## src/rtl/spi_apb_pkg.sv

```systemverilog
// Shared definitions for the APB-attached SPI master:
// register indices, STATUS bit positions and engine states.
package spi_apb_pkg;

    localparam logic [2:0] ADDR_CTRL   = 3'd0;
    localparam logic [2:0] ADDR_STATUS = 3'd1;
    localparam logic [2:0] ADDR_TXDATA = 3'd2;
    localparam logic [2:0] ADDR_RXDATA = 3'd3;
    localparam logic [2:0] ADDR_CLKDIV = 3'd4;

    localparam int STAT_BUSY = 0;
    localparam int STAT_RXV  = 1;
    localparam int STAT_OVR  = 2;

    typedef enum logic [1:0] {
        ST_IDLE,
        ST_LEAD,
        ST_SHIFT,
        ST_TRAIL
    } eng_state_t;

endpackage

```

## src/rtl/spi_shift_engine.sv

```systemverilog
// SPI mode-0 byte shifter: LEAD, 16 SHIFT half-periods, TRAIL.
// One half-period lasts div+1 clk cycles; div is re-read at each reload.
module spi_shift_engine
    import spi_apb_pkg::*;
(
    input  logic       clk,
    input  logic       rst,
    input  logic       start,
    input  logic [7:0] tx_byte,
    input  logic [7:0] div,
    input  logic       miso,
    output logic       busy,
    output logic [7:0] rx_byte,
    output logic       rx_done,
    output logic       sclk,
    output logic       cs_n,
    output logic       mosi
);

    eng_state_t state;
    logic [7:0] cnt;
    logic [7:0] shift_reg;
    logic [2:0] bit_cnt;
    logic       hp_end;

    assign hp_end  = (cnt == 8'd0);
    assign busy    = (state != ST_IDLE);
    assign rx_done = (state == ST_TRAIL) && hp_end;
    assign rx_byte = shift_reg;

    always_ff @(posedge clk or posedge rst) begin
        if (rst) begin
            state     <= ST_IDLE;
            cnt       <= 8'd0;
            shift_reg <= 8'd0;
            bit_cnt   <= 3'd0;
            sclk      <= 1'b0;
            cs_n      <= 1'b1;
            mosi      <= 1'b0;
        end else begin
            if (state != ST_IDLE)
                cnt <= hp_end ? div : cnt - 8'd1;
            unique case (state)
                ST_IDLE: if (start) begin
                    state     <= ST_LEAD;
                    cnt       <= div;
                    shift_reg <= tx_byte;
                    bit_cnt   <= 3'd0;
                    cs_n      <= 1'b0;
                    mosi      <= tx_byte[7];
                end
                ST_LEAD: if (hp_end) begin
                    state     <= ST_SHIFT;
                    sclk      <= 1'b1;
                    shift_reg <= {shift_reg[6:0], miso};
                end
                ST_SHIFT: if (hp_end) begin
                    if (sclk) begin
                        sclk    <= 1'b0;
                        bit_cnt <= bit_cnt + 3'd1;
                        if (bit_cnt != 3'd7)
                            mosi <= shift_reg[7];
                    // bit_cnt wraps to 0 after the 8th falling edge
                    end else if (bit_cnt == 3'd0) begin
                        state <= ST_TRAIL;
                    end else begin
                        sclk      <= 1'b1;
                        shift_reg <= {shift_reg[6:0], miso};
                    end
                end
                ST_TRAIL: if (hp_end) begin
                    state <= ST_IDLE;
                    cs_n  <= 1'b1;
                    mosi  <= 1'b0;
                end
            endcase
        end
    end

endmodule

```

## src/rtl/apb_spi_completer.sv

```systemverilog
// APB completer for the SPI window: register file, wait-state
// insertion on TXDATA writes while busy, and the shift engine.
module apb_spi_completer
    import spi_apb_pkg::*;
#(
    parameter logic [7:0] DIV_RESET = 8'd3
) (
    input  logic       clk,
    input  logic       rst,
    input  logic       PSEL,
    input  logic       PENABLE,
    input  logic       PWRITE,
    input  logic [2:0] PADDR,
    input  logic [7:0] PWDATA,
    output logic [7:0] PRDATA,
    output logic       PREADY,
    output logic       PSLVERR,
    output logic       sclk,
    output logic       cs_n,
    output logic       mosi,
    input  logic       miso
);

    logic       en;
    logic       rx_valid;
    logic       overrun;
    logic [7:0] clkdiv;
    logic [7:0] rxdata;
    logic [7:0] status;
    logic       busy;
    logic       rx_done;
    logic [7:0] rx_byte;
    logic       access;
    logic       stall;
    logic       wr;
    logic       rd;
    logic       start;

    assign access = PSEL & PENABLE;
    assign stall  = access & PWRITE & (PADDR == ADDR_TXDATA) & en & busy;
    assign PREADY = ~stall;
    assign wr     = access & ~stall & PWRITE;
    assign rd     = access & ~stall & ~PWRITE;
    assign start  = wr & (PADDR == ADDR_TXDATA) & en;

    always_comb begin
        status            = 8'd0;
        status[STAT_BUSY] = busy;
        status[STAT_RXV]  = rx_valid;
        status[STAT_OVR]  = overrun;
    end

    always_comb begin
        PRDATA  = 8'd0;
        PSLVERR = 1'b0;
        if (access) begin
            case (PADDR)
                ADDR_CTRL:   if (!PWRITE) PRDATA = {7'd0, en};
                ADDR_STATUS: if (!PWRITE) PRDATA = status;
                ADDR_TXDATA: PSLVERR = PWRITE & ~en;
                ADDR_RXDATA: if (PWRITE) PSLVERR = 1'b1;
                             else        PRDATA  = rxdata;
                ADDR_CLKDIV: if (!PWRITE) PRDATA = clkdiv;
                default:     PSLVERR = 1'b1;
            endcase
        end
    end

    // Hardware set of rx_valid/overrun beats a same-cycle software clear
    always_ff @(posedge clk or posedge rst) begin
        if (rst) begin
            en       <= 1'b0;
            clkdiv   <= DIV_RESET;
            rxdata   <= 8'd0;
            rx_valid <= 1'b0;
            overrun  <= 1'b0;
        end else begin
            if (wr && PADDR == ADDR_CTRL)
                en <= PWDATA[0];
            if (wr && PADDR == ADDR_CLKDIV)
                clkdiv <= PWDATA;
            if (rx_done) begin
                rxdata   <= rx_byte;
                rx_valid <= 1'b1;
            end else if (rd && PADDR == ADDR_RXDATA) begin
                rx_valid <= 1'b0;
            end
            if (rx_done && rx_valid)
                overrun <= 1'b1;
            else if (wr && PADDR == ADDR_STATUS && PWDATA[STAT_OVR])
                overrun <= 1'b0;
        end
    end

    spi_shift_engine u_engine (
        .clk     (clk),
        .rst     (rst),
        .start   (start),
        .tx_byte (PWDATA),
        .div     (clkdiv),
        .miso    (miso),
        .busy    (busy),
        .rx_byte (rx_byte),
        .rx_done (rx_done),
        .sclk    (sclk),
        .cs_n    (cs_n),
        .mosi    (mosi)
    );

endmodule

```

## config.mk

```make
export PLATFORM = sky130hd
export DESIGN_NAME = apb_spi_completer
export DESIGN_NICKNAME = d
export VERILOG_FILES = /design/src/rtl/spi_apb_pkg.sv /design/src/rtl/spi_shift_engine.sv /design/src/rtl/apb_spi_completer.sv
export SDC_FILE = /design/constraint.sdc
export NUM_CORES = 1
export LEC_CHECK = 0
export CAP_MARGIN = 20
export CORE_ASPECT_RATIO = 2
export CORE_UTILIZATION = 40
export DETAILED_ROUTE_END_ITERATION = 8
export PLACE_DENSITY = 0.61
export SLEW_MARGIN = 20
export SYNTH_ARGS = -nofsm -noshare
export SYNTH_HDL_FRONTEND = slang
export SYNTH_SLANG_ARGS = --single-unit
```

## constraint.sdc

```tcl
create_clock -name clk -period 2.9 [get_ports clk]
set_input_delay 0.29 -clock clk [delete_from_list [all_inputs] [get_ports clk]]
set_output_delay 0.29 -clock clk [all_outputs]
set_load 0.02 [all_outputs]
```

==> run metrics, run 1 <==
Root Driver clkbuf_16; FMAX roughly 0.37 GHz; worst path required time roughly 2600 ps; RR Startpoint u_engine.cnt[0]; Pins Over Slew Limit 0; dominant synthesized flop cell dfrtp_1; first-pass GRT wire length 10900 um; number of flops mapped to enable cells by yosys 0; Seq cells post-synth 43; vias in the first global route ~2200; CP Class primary input to output pin; status finished, final reports clean; Avg WL per Cell 18.07 um; Area Growth Syn to Fin 23.98%; Critical Path Max Stage Delay 620 ps; Logic pwr share 0.462; CP Buf/Inv Count 2; dominant cell type by area after synthesis dfrtp_1; ant diodes 0; CTS Hold Buffers Added 0; largest net degree at the start of global routing 20; Final Hold Violating Endpoints 0; GPL Wtd Cong 0.8742; Synth top area share 0.3891; Boundary Pins 30; Worst EP arrival 2390 ps; reg2reg end u_engine.mosi; TritonRoute pass-1 iters 4; chip width a little under 60 um; vias post-DR about 2100; post-synthesis async set-or-reset flop share 1.000; clock network power share 0.205; Core Rows just over 40; Sw Share 0.3704; DRT antenna net count 0; final setup violation count 0; met2 GRT Util 0.4215; PD cells 987.5 nW/um^2; delay-heaviest family, CP buffers and inverters; CTS tree built; crit path cell chain clkdlybuf4s50_1 > nor2_1 > and2_1 > a22oi_1 > nor2_1 > clkdlybuf4s50_1; synthesized area per cell roughly 10 sq um; Total Wirelength about 6700 um; sequential element share of the synthesized area 0.4197; M3 GR Usage 0.04353; IO buf count 29; Min-Delay Path Class primary input to asynchronous set/reset pin; setup_tns 0 ps; Max-cap violations 0; post-detail-place hpwl about 5200 um; unrepaired setup endpoints after global routing no; number of unique standard cell types used by synthesis 55; Max transition margin 0.5167; Final min period roughly 2700 ps; crit start category primary input; Die ar. 6775 sq um; Final Util 0.5096; H-tree depth 2; worst skew pair latency just under 300 ps; CP max stage cell clkdlybuf4s50_1; maximum VDD drop around 0.60 mV; worst-case clock skew between 8 and 9 ps; TritonCTS Sinks 43; reg-to-reg slack, setup between 400 and 500 ps; area of the core approximately 6300 sq um; cells on worst reg2reg path 6; initial antenna violation count 0; dpl cells 365; Residual DRC 0; cell-internal power between 1500 and 2000 uW; fin cells about 370; largest cells by area after synthesis dfrtp_1 (39%), mux2_2 (15%), ha_1 (4.4%), dfstp_2 (3.1%), o21ai_0 (2.3%); final critical-path share of the clock period 0.9244; Flop pwr share 0.333; clock-pin slew on the worst setup and hold paths 60 ps; GR peak layer met2; leakage power 0.001323 uW; Post-Synthesis Cells between 200 and 300; met1 Usage GRT 0.2052; Inserted Clock Buffers 5; Vias/cell ~5.7; Nets ~310; Total GRT Usage 0.2211; mapped cell area about 2600 sq um; total setup buffers inserted after CTS 0; layout cell share with drive strength beyond 1 0.2195; post-cts resize count 0; crit path capture type output pin; Worst Path Max Fanout 9; Initial DRC Count 128; global route overflow 0; syn_nets between 200 and 300; synth warn 0; most common library cells after synthesis dfrtp_1 (40), mux2_2 (34), nor2_1 (16); Vert. Die Dim roughly 120 um; clk buf depth 2; most frequent cell after synthesis dfrtp_1; sw power around 1200 uW; worst slew pin tran 720.5 ps; Initial Util 0.4110
-- stage by stage --
stage / total power, uW / hold WS (ps) / cell area [sq um] / setup WS [ps]
3_3_place_gp: 2490 / 481.7 / 3020 / 269.1
5_1_grt: 3363 / 377.0 / 3189 / 96.23
4_1_cts: 3175 / 365.2 / 3189 / 220.2
3_5_place_dp: 2516 / 484.7 / 3020 / 227.0
2_1_floorplan: 2065 / 427.5 / 2572 / 525.4
6_report: 3150 / 330.8 / 3189 / 219.2
-- how the worst max path moves through the flow --
stage                          from            end  cells after the start
floorplan           u_engine.cnt[0]  u_engine.mosi                      7
global placement           PADDR[0]      PRDATA[6]                      6
detailed placement         PADDR[0]      PRDATA[4]                      6
CTS                        PADDR[0]      PRDATA[4]                      6
global route               PADDR[0]      PRDATA[6]                      6
finish                     PADDR[0]      PRDATA[4]                      6
-- power by group through the flow --
stage,sequential [uW],clock [uW],combinational [uW]
after detailed placement,1060,0,1460
after global placement,1050,0,1440
after floorplan,1000,0,1060
after CTS,1050,658,1470
final,1050,647,1460
after global routing,1080,678,1610
-- worst register-to-register path, cell delays in order (launching register included) --
cell       delay, ps
dfrtp_1          370
inv_1             90
ha_1             250
or4b_1           520
o41a_1           410
a2111oi_2        340
mux2_1           350
-- layout by cell type, fill, tap and decap left out, types with 3 or more instances in the layout --
| cell | instances |
|---|---|
| a21o_1 | 3 |
| a21oi_1 | 11 |
| a22o_1 | 4 |
| a22oi_1 | 5 |
| a31oi_1 | 3 |
| and2_1 | 3 |
| buf_4 | 14 |
| clkbuf_16 | 5 |
| clkdlybuf4s50_1 | 29 |
| dfrtp_1 | 40 |
| dfstp_2 | 3 |
| ha_1 | 9 |
| inv_1 | 10 |
| mux2_2 | 34 |
| mux2i_1 | 3 |
| nand2_1 | 12 |
| nand2b_1 | 5 |
| nand3_1 | 4 |
| nand4_1 | 4 |
| nor2_1 | 16 |
| nor3_1 | 8 |
| o21ai_0 | 12 |
| o22ai_1 | 3 |
| or3_1 | 3 |
-- per-layer routing --
layer / wire length, um / up-vias
met1: 2326 / 1039
met5: 0 / -
met3: 190 / 26
met4: 335 / 0
met2: 3888 / 59
li1: - / 1002
-- cell families (layout without fill, tap and decap cells) --
family,after synthesis,in the layout,share of synthesized area
AOI/OAI and AO/OA,65,65,0.1834
xor gates and xnor gates,2,2,0.006811
adders and majority gates,9,9,0.04378
buffers and inverters,25,62,0.03745
DFF,43,43,0.4197
muxes,38,38,0.1649
and+or+nand+nor,68,68,0.1440
-- state kept, by name, indices dropped and copies added, names as in the netlist, 2 cells and up --
| signal | count |
|---|---|
| clkdiv | 8 |
| rxdata | 8 |
| u_engine.bit_cnt | 3 |
| u_engine.cnt | 8 |
| u_engine.rx_byte | 8 |
| u_engine.state | 2 |
-- final cells by class --
type	instances	area [sq um]
fillers	617	3069
multi-input cells	182	1396
flip-flops and latches	43	1080
repair buffers	43	395.4
clock buffers	5	125.1
well taps	86	107.6
clock inverters	3	43.79
inverters	11	41.29
Power figures use the tool's default switching activity.
==> run 2: changes to the inputs <==
SYNTH_HIERARCHICAL = 1   (was unset)
==> run 2 against run 1 <==
  * Sequential cell count is the same
  * Via count down 1.3%
  * Core utilization shrank 0.75 points
  * Synthesized area rose by 4.3%
  * Worst hold slack worse by 110 ps
  * Setup slack worse by 4.3 ps
==> run metrics, run 2 <==
status finished, final reports clean; CP most frequent cell clkdlybuf4s50_1; Boundary Pins 30; post-detail-place hpwl 4945 um; worst path required time approximately 2600 ps; fin cells between 300 and 400; Total GRT Usage 0.2043; PD cells about 420 nW/um^2; final setup violation count 0; leakage power roughly 0.0013 uW; sequential element share of the synthesized area 0.4025; TritonCTS Sinks 43; Total Wirelength 6534 um; Vias/cell around 5.6; Synth top area share 0.3731; number of flops mapped to enable cells by yosys 0; met2 GRT Util 0.3639; clock-pin slew on the worst setup and hold paths roughly 60 ps; most frequent cell after synthesis dfrtp_1; Max-cap violations 0; worst skew pair latency approximately 290 ps; Final Hold Violating Endpoints 0; mapped cell area 2683 sq um; Final min period about 2700 ps; ant diodes 0; Residual DRC 0; unrepaired setup endpoints after global routing no; Post-Synthesis Cells 253; synthesized area per cell around 11 sq um; CP Class primary input to output pin; maximum VDD drop ~0.46 mV; first-pass GRT wire length 10740 um; Area Growth Syn to Fin 20.01%; synth warn 6; Initial DRC Count a little over 80; H-tree depth 2; CTS tree built; commonest cells after routing, fill and taps aside dfrtp_1 (40), mux2_2 (30), clkdlybuf4s50_1 (29); Fill cells 587; delay-heaviest family, CP buffers and inverters; dominant synthesized flop cell dfrtp_1; largest cells by area after synthesis dfrtp_1 (37%), mux2_2 (13%), mux2_4 (4.5%), ha_1 (4.2%), nor2_1 (3.1%); power after layout ~1400 uW; Max transition margin 0.5145; Inserted Clock Buffers 5; worst slew pin tran roughly 730 ps; total setup buffers inserted after CTS 0; Nets around 310; worst-case clock skew approximately 4.9 ps; IO buf count 29; layout cell share with drive strength beyond 1 0.2448; most common cell after layout, fill and taps aside dfrtp_1; Avg WL per Cell about 18 um; syn_nets approximately 280; Initial Util 0.4183; Worst Path Max Fanout 8; Die ar. 7057 sq um; post-synthesis async set-or-reset flop share 1.000; Min-Delay Path Class primary input to asynchronous set/reset pin; CP max stage cell clkdlybuf4s50_1; setup_tns 0 ps; GR peak layer met2; Vert. Die Dim between 100 and 150 um; largest net degree at the start of global routing 21; TritonRoute pass-1 iters 4; chip width 59.91 um; post-cts resize count 0; FMAX around 0.37 GHz; Pins Over Slew Limit 0; Worst EP arrival between 2000 and 2500 ps; Seq cells post-synth between 40 and 50; final critical-path share of the clock period 0.9259; clk buf depth 2; crit path capture type output pin; crit path cell chain clkdlybuf4s50_1 > mux2_2 > or3_1 > a21oi_1 > clkdlybuf4s50_1; number of unique standard cell types used by synthesis between 50 and 60; most common library cells after synthesis dfrtp_1 (40), mux2_2 (30), nor2_1 (22); global route overflow 0; CTS Hold Buffers Added 0; dominant cell type by area after synthesis dfrtp_1; M3 GR Usage 0.02967; Core Rows 41; GPL Wtd Cong approximately 0.83; Hold WS ~220 ps; vias in the first global route approximately 2200; CP Buf/Inv Count 2; area of the core roughly 6400 sq um; crit start category primary input; DRT antenna net count 0; vias post-DR roughly 2100; met1 Usage GRT 0.2241; Critical Path Max Stage Delay slightly above 600 ps; Root Driver clkbuf_16; initial antenna violation count 0; dpl cells between 300 and 400
==> run 2: per-stage QoR <==
step	worst slack, ps	instance area [sq um]	util
2_1_floorplan	191.3	2683	-
3_3_place_gp	233.5	3078	0.4800
3_5_place_dp	206.7	3078	0.4800
4_1_cts	202.6	3219	0.5020
5_1_grt	128.2	3219	0.5020
6_report	214.8	3219	0.5020
==> run 2: power breakdown <==
| group | switching, uW | internal, uW | total, uW |
|---|---|---|---|
| clock | 238 | 318 | 556 |
| combinational | 50.5 | 76.0 | 127 |
| sequential | 34.3 | 635 | 669 |
==> run 2: area by class of cell <==
cell class	count	area [sq um]	share of cell area
Tap cell	86	107.6	0.03342
Clock buffer	6	128.9	0.04003
Inverter	14	52.55	0.01632
Clock inverter	2	12.51	0.003887
Multi-Input combinational cell	181	1465	0.4551
Timing Repair Buffer	40	372.9	0.1158
Sequential cell	43	1080	0.3354
==> run 2: cell families after synthesis <==
kind of cell               synth area share
AOI/OAI and AO/OA                    0.1493
adders and majority gates           0.04198
buffers and inverters               0.05131
DFF                                  0.4025
muxes                                0.2010
and+or+nand+nor                      0.1539
==> run 2: final timing paths <==
path / endpoint / cells past startpoint / from / slack (ps)
max in group asynchronous: clkdiv[2] / 2 / rst / 1980
min reg2reg: rxdata[1] / 1 / rxdata[1] / 500
min: u_engine/mosi / 2 / rst / 220
min in group clk: rxdata[1] / 1 / rxdata[1] / 500
max: PRDATA[0] / 5 / PADDR[0] / 210
max reg2reg: rxdata[7] / 6 / u_engine/cnt[0] / 450
==> run 2: worst register-to-register path: cells and delay by family (launching register included) <==
family                     cells  cell delay (ps)
DFF                            1              430
buffers and inverters          2              330
and+or+nand+nor                2              960
muxes                          1              410
adders and majority gates      1              200
==> run 2: per-layer routing <==
metal  wire length (um)  up-vias  part of all wire
met5                  0        -                 0
met4                198        0             0.030
met3                130       13             0.020
li1                   -      995                 -
met2               3774       34              0.58
met1               2431     1057              0.37
==> run 3: changes to the inputs <==
ABC_CLOCK_PERIOD_IN_PS = 2900   (was unset)
CAP_MARGIN = 5   (was 20)
==> results of run 3 <==
The final DEF is identical to that of run 2; final timing and power are the same.
